--- config.mk ---
export PLATFORM = sky130hd
export DESIGN_NAME = rob_ctrl
export DESIGN_NICKNAME = d
export VERILOG_FILES = /design/src/rtl/rob_ctrl.sv
export SDC_FILE = /design/constraint.sdc
export NUM_CORES = 1
export LEC_CHECK = 0
export CORE_AREA = 3 3 146 148
export CTS_BUF_LIST = sky130_fd_sc_hd__clkbuf_4
export DETAILED_ROUTE_END_ITERATION = 6
export DIE_AREA = 0 0 149 151
export MAX_ROUTING_LAYER = met4
export SLEW_MARGIN = 20
export SYNTH_ARGS = -nofsm -noshare
export SYNTH_HDL_FRONTEND = slang
export SYNTH_SLANG_ARGS = --single-unit
--- constraint.sdc ---
create_clock -name clk -period 6.74 [get_ports clk]
set_input_delay 1.011 -clock clk [delete_from_list [all_inputs] [get_ports clk]]
set_output_delay 1.011 -clock clk [all_outputs]
set_load 0.01 [all_outputs]
--- src/rtl/rob_ctrl.sv ---
// rob_ctrl: central controller for the reorder buffer.
// Allocates entries in program order at the tail, retires entries in order
// from the head and turns each accepted commit into one registered
// register-file write. An entry that commits out of turn sets a sticky
// protocol error and is otherwise ignored.
module rob_ctrl #(
  parameter int NUM_ENTRIES = 8,
  parameter int PTR_W       = 3,
  parameter int DATA_W      = 32,
  parameter int RS_W        = 4
) (
  input  logic                          clk,
  input  logic                          rst_n,
  input  logic                          flush,
  input  logic                          alloc_req,
  input  logic [RS_W-1:0]               alloc_rs_idx,
  output logic                          alloc_ready,
  output logic [PTR_W-1:0]              alloc_tag,
  output logic [NUM_ENTRIES-1:0]        sel,
  output logic [RS_W-1:0]               sel_rs_idx,
  output logic [PTR_W-1:0]              head,
  input  logic [NUM_ENTRIES-1:0]        entry_wen,
  input  logic [5*NUM_ENTRIES-1:0]      entry_dest,
  input  logic [DATA_W*NUM_ENTRIES-1:0] entry_val,
  output logic                          rf_we,
  output logic [4:0]                    rf_waddr,
  output logic [DATA_W-1:0]             rf_wdata,
  output logic [PTR_W:0]                count,
  output logic                          full,
  output logic                          empty,
  output logic                          protocol_err
);

  localparam logic [PTR_W:0]       FULL_COUNT = (PTR_W+1)'(NUM_ENTRIES);
  localparam logic [PTR_W:0]       ZERO_COUNT = {(PTR_W+1){1'b0}};
  localparam logic [NUM_ENTRIES-1:0] ONE_OH   = {{(NUM_ENTRIES-1){1'b0}}, 1'b1};
  localparam logic [NUM_ENTRIES-1:0] NO_OH    = {NUM_ENTRIES{1'b0}};

  logic [PTR_W-1:0]  head_r;
  logic [PTR_W-1:0]  tail_r;
  logic [PTR_W:0]    count_r;
  logic              rf_we_r;
  logic [4:0]        rf_waddr_r;
  logic [DATA_W-1:0] rf_wdata_r;
  logic              protocol_err_r;

  logic                   full_s;
  logic                   empty_s;
  logic                   alloc_fire_s;
  logic                   commit_s;
  logic                   viol_s;
  logic [NUM_ENTRIES-1:0] head_oh_s;
  logic [NUM_ENTRIES-1:0] sel_s;
  logic [4:0]             head_dest_s;
  logic [DATA_W-1:0]      head_val_s;

  // Unflattened per-entry commit payloads so the head entry can be picked directly.
  logic [4:0]        dest_arr_s [NUM_ENTRIES];
  logic [DATA_W-1:0] val_arr_s  [NUM_ENTRIES];

  for (genvar g = 0; g < NUM_ENTRIES; g++) begin : g_unpack
    assign dest_arr_s[g] = entry_dest[5*g +: 5];
    assign val_arr_s[g]  = entry_val[DATA_W*g +: DATA_W];
  end

  // Occupancy flags, allocation/commit qualification and protocol violation detect.
  always_comb begin
    full_s       = (count_r == FULL_COUNT);
    empty_s      = (count_r == ZERO_COUNT);
    alloc_fire_s = alloc_req && !full_s && !flush;
    head_oh_s    = ONE_OH << head_r;
    commit_s     = ((entry_wen & head_oh_s) != NO_OH) && !empty_s;
    viol_s       = ((entry_wen & ~head_oh_s) != NO_OH) ||
                   (((entry_wen & head_oh_s) != NO_OH) && empty_s);
    head_dest_s  = dest_arr_s[head_r];
    head_val_s   = val_arr_s[head_r];
    if (alloc_fire_s) begin
      sel_s = ONE_OH << tail_r;
    end else begin
      sel_s = NO_OH;
    end
  end

  // Pointer, occupancy, register-file write port and sticky error state.
  always_ff @(posedge clk) begin
    if (!rst_n) begin
      head_r         <= {PTR_W{1'b0}};
      tail_r         <= {PTR_W{1'b0}};
      count_r        <= ZERO_COUNT;
      rf_we_r        <= 1'b0;
      rf_waddr_r     <= 5'd0;
      rf_wdata_r     <= {DATA_W{1'b0}};
      protocol_err_r <= 1'b0;
    end else if (flush) begin
      head_r  <= {PTR_W{1'b0}};
      tail_r  <= {PTR_W{1'b0}};
      count_r <= ZERO_COUNT;
      rf_we_r <= 1'b0;
    end else begin
      if (alloc_fire_s) begin
        tail_r <= tail_r + PTR_W'(1);
      end
      if (commit_s) begin
        head_r     <= head_r + PTR_W'(1);
        rf_waddr_r <= head_dest_s;
        rf_wdata_r <= head_val_s;
        rf_we_r    <= (head_dest_s != 5'd0);
      end else begin
        rf_we_r <= 1'b0;
      end
      case ({alloc_fire_s, commit_s})
        2'b10:   count_r <= count_r + (PTR_W+1)'(1);
        2'b01:   count_r <= count_r - (PTR_W+1)'(1);
        default: count_r <= count_r;
      endcase
      if (viol_s) begin
        protocol_err_r <= 1'b1;
      end
    end
  end

  assign alloc_ready  = !full_s;
  assign alloc_tag    = tail_r;
  assign sel          = sel_s;
  assign sel_rs_idx   = alloc_rs_idx;
  assign head         = head_r;
  assign rf_we        = rf_we_r;
  assign rf_waddr     = rf_waddr_r;
  assign rf_wdata     = rf_wdata_r;
  assign count        = count_r;
  assign full         = full_s;
  assign empty        = empty_s;
  assign protocol_err = protocol_err_r;

endmodule

==> impl_metrics.env <==
export IMPL_reg2reg_slack_ns=2.47
export IMPL_synthCells=373
export IMPL_critical_path_class="register to register"
export IMPL_max_vdd_ir_drop_mv=0.06011
export IMPL_row_count=52
export IMPL_insertion_delay_ns=0.41
export IMPL_placed_cells=977
export IMPL_tritoncts="done"
export IMPL_grt_max_degree=71
export IMPL_outcome="finished, final reports clean"
export IMPL_routedWlPerCell_um=20.95
export IMPL_synth_top_family_by_area="multiplexers"
export IMPL_leakage_nw=3.025
export IMPL_hold_viol=0
export IMPL_arrival_ns=4.61
export IMPL_power_mw=0.8093
export IMPL_fin_skew_ns=0.01850
export IMPL_post_cts_setup_buffers=0
export IMPL_critPathMaxFanout=70
export IMPL_rr_endpoint="count[2]"
export IMPL_worstSetupStartpoint="head[1]"
export IMPL_syn_to_final_growth_pct=88.08
export IMPL_period_share_pct=63.33
export IMPL_fmax_mhz=234.3
export IMPL_viasPerCell=4.726
export IMPL_detail_route_antenna_nets=0
export IMPL_cts_resized_gates=0
export IMPL_dp_hpwl_um=16940
export IMPL_ff2ff_path_depth=13
export IMPL_yosysMostFrequentCell="mux4_2"
export IMPL_ys_async_sr_fraction_pct=0
export IMPL_yosys_top_cells_count="mux4_2 (74), dfxtp_1 (49), nor2_1 (44)"
export IMPL_p_int_mw=0.6036
export IMPL_routed_wl_um=20720
export IMPL_holdBufCountCts=0
export IMPL_pwr_density_cell_nw_per_um2=96.46
export IMPL_synth_edf_count=0
export IMPL_gp_congestion=0.8542
export IMPL_min_period_ns=4.268
export IMPL_die_height_um=151
export IMPL_slew_viol_final=0
export IMPL_multi_input_area_um2=3219
export IMPL_cp_start_kind="register"
export IMPL_slew_limit_headroom_pct=31.91
export IMPL_crit_required_ns=7.08
export IMPL_power_frac_seq_pct=37.8
export IMPL_die_area_um2=22500
export IMPL_netSwitchingPower_mw=0.2056
export IMPL_grt_usage_pct=17.80
export IMPL_port_buffers=367
export IMPL_synth_xor_area_share_pct=1.178
export IMPL_clk_pin_slew_worst_paths_ns=0.17
export IMPL_clockPowerShare_pct=22.9
export IMPL_postLayoutCoreUtil_pct=41.59
export IMPL_grt_pass1_wl_um=29930
export IMPL_cp_end_kind="register"
export IMPL_ys_ff_latch=49
export IMPL_synth_main_ff_cell="dfxtp_1"
export IMPL_avgSynthCellArea_um2=11.96
export IMPL_final_area_um2=8389
export IMPL_holdWs_ns=0.4852
export IMPL_pin_count=376
export IMPL_setup_tns_ns=0
export IMPL_synth_top_cell_area_share_pct=37.36
export IMPL_die_width_um=149
export IMPL_antenna_found_initial=5
export IMPL_synth_fa_ha_area_share_pct=4.208
export IMPL_synth_area_um2=4461
export IMPL_hp_class="register to register"
export IMPL_cap_violations=0
export IMPL_nNetsFinal=1041
export IMPL_htree_levels=2
export IMPL_clock_path_buffers=2
export IMPL_r2r_start="head[1]"
export IMPL_worst_pin_slew_ns=1.021
export IMPL_synth_simple_gate_area_share_pct=7.910
export IMPL_synth_compound_area_share_pct=12.59
export IMPL_final_setup_viol_count=0
export IMPL_sw_frac_of_total_pct=25.41
export IMPL_clockRootBuffer="clkbuf_4"
export IMPL_place_area_um2=8300
export IMPL_yosys_warnings=0
export IMPL_endpoint="count[2]"
export IMPL_comb_power_share_pct=39.3
export IMPL_first_pass_iters=6
export IMPL_fin_cells=989
export IMPL_fillers=1908
export IMPL_cts_made_buffers=5
export IMPL_synth_area_leaders="mux4_2 (37%), dfxtp_1 (22%), mux2i_1 (8.8%), a211oi_2 (5.9%), ha_1 (4.2%)"
export IMPL_coreArea_um2=20170
export IMPL_grt_pass1_vias=5168
export IMPL_start_util_pct=22.12
export IMPL_worst_slack_ns=2.472
export IMPL_synth_top_cell_by_area="mux4_2"
export IMPL_synth_cell_type_count=42
export IMPL_regArea_um2=988.4
export IMPL_drc_errors=0
export IMPL_clock_sinks=49
export IMPL_vias=4674
export IMPL_drt_initial_drc_count=111
export IMPL_synthMuxAreaShare_pct=46.12
export IMPL_drive_gt1_share_pct=15.52
export IMPL_ys_seq_area_share_pct=21.99
export IMPL_place_worst_setup_slack_ns=2.406
export IMPL_grt_overflow_total=0
export IMPL_syn_nets=700
export IMPL_rsz0062_at_grt="false"
-- cell type report --
cell class / instances / area share [%]
clock inverters: 3 / 0.4922
diodes: 4 / 0.1193
inverters: 15 / 0.7010
well taps: 270 / 4.027
clock buffers: 5 / 0.4474
multi-input cells: 273 / 38.37
flip-flops and latches: 49 / 11.78
repair buffers: 370 / 44.06
-- kinds of logic after synthesis --
| kind of cell | count (synthesis) |
|---|---|
| AO/OA/AOI/OAI | 63 |
| XOR/XNOR | 6 |
| adder cells (fa/ha/maj) | 15 |
| buffers and inverters | 51 |
| flip-flops | 49 |
| multiplexers | 113 |
| AND/OR/NAND/NOR | 76 |
-- worst max-delay path: stages, from the launching register on --
cell	delay, ns
dfxtp_4	0.97
clkinv_1	0.56
ha_1	0.39
a22o_1	0.23
a22oi_1	0.38
a21o_1	0.26
inv_1	0.10
ha_1	0.25
xor2_1	0.17
ha_1	0.20
a21oi_1	0.15
xor2_1	0.11
or3_1	0.31
a21oi_1	0.14
-- flip-flops by register name, summed over array words and instances (netlist names) --
register	cells
rf_wdata	32
head	3
rf_we	1
alloc_tag	3
rf_waddr	5
count	4
protocol_err	1
-- cell usage in the layout (no fill, tap or decap), drive strengths merged, types with 5 or more instances in the layout --
master and n:
dfxtp 49, mux4 74, o21ai 5, a21oi 6
ha 15, clkbuf 5, inv 14, nor2 44
a211oi 38, clkdlybuf4s50 367, nand2 11, mux2i 39
and3 6
-- worst min path at each step --
stage	to	cells after the start	start	slack, ns
2_1_floorplan	rf_waddr[4]	2	rf_waddr[4]	0.48
3_3_place_gp	rf_waddr[4]	2	rf_waddr[4]	0.45
3_5_place_dp	rf_waddr[4]	2	rf_waddr[4]	0.46
4_1_cts	rf_waddr[4]	2	rf_waddr[4]	0.49
5_1_grt	rf_waddr[4]	2	rf_waddr[4]	0.54
6_report	rf_waddr[4]	2	rf_waddr[4]	0.49
-- layer usage --
| layer | GRT usage, % | vias to the layer above | share of wire, % |
|---|---|---|---|
| met5 | - | - | 0 |
| met4 | 2.517 | 0 | 0.78 |
| met3 | 5.984 | 13 | 9.8 |
| met2 | 31.12 | 247 | 51 |
| met1 | 20.43 | 2247 | 39 |
| li1 | - | 2167 | - |
-- power groups by stage --
stage	sequential, mW	combinational (mW)	clock, mW
6_report	0.306	0.318	0.186
5_1_grt	0.308	0.338	0.204
4_1_cts	0.306	0.321	0.200
3_5_place_dp	0.312	0.319	0
3_3_place_gp	0.312	0.315	0
2_1_floorplan	0.313	0.100	0
Power figures use the tool's default switching activity.
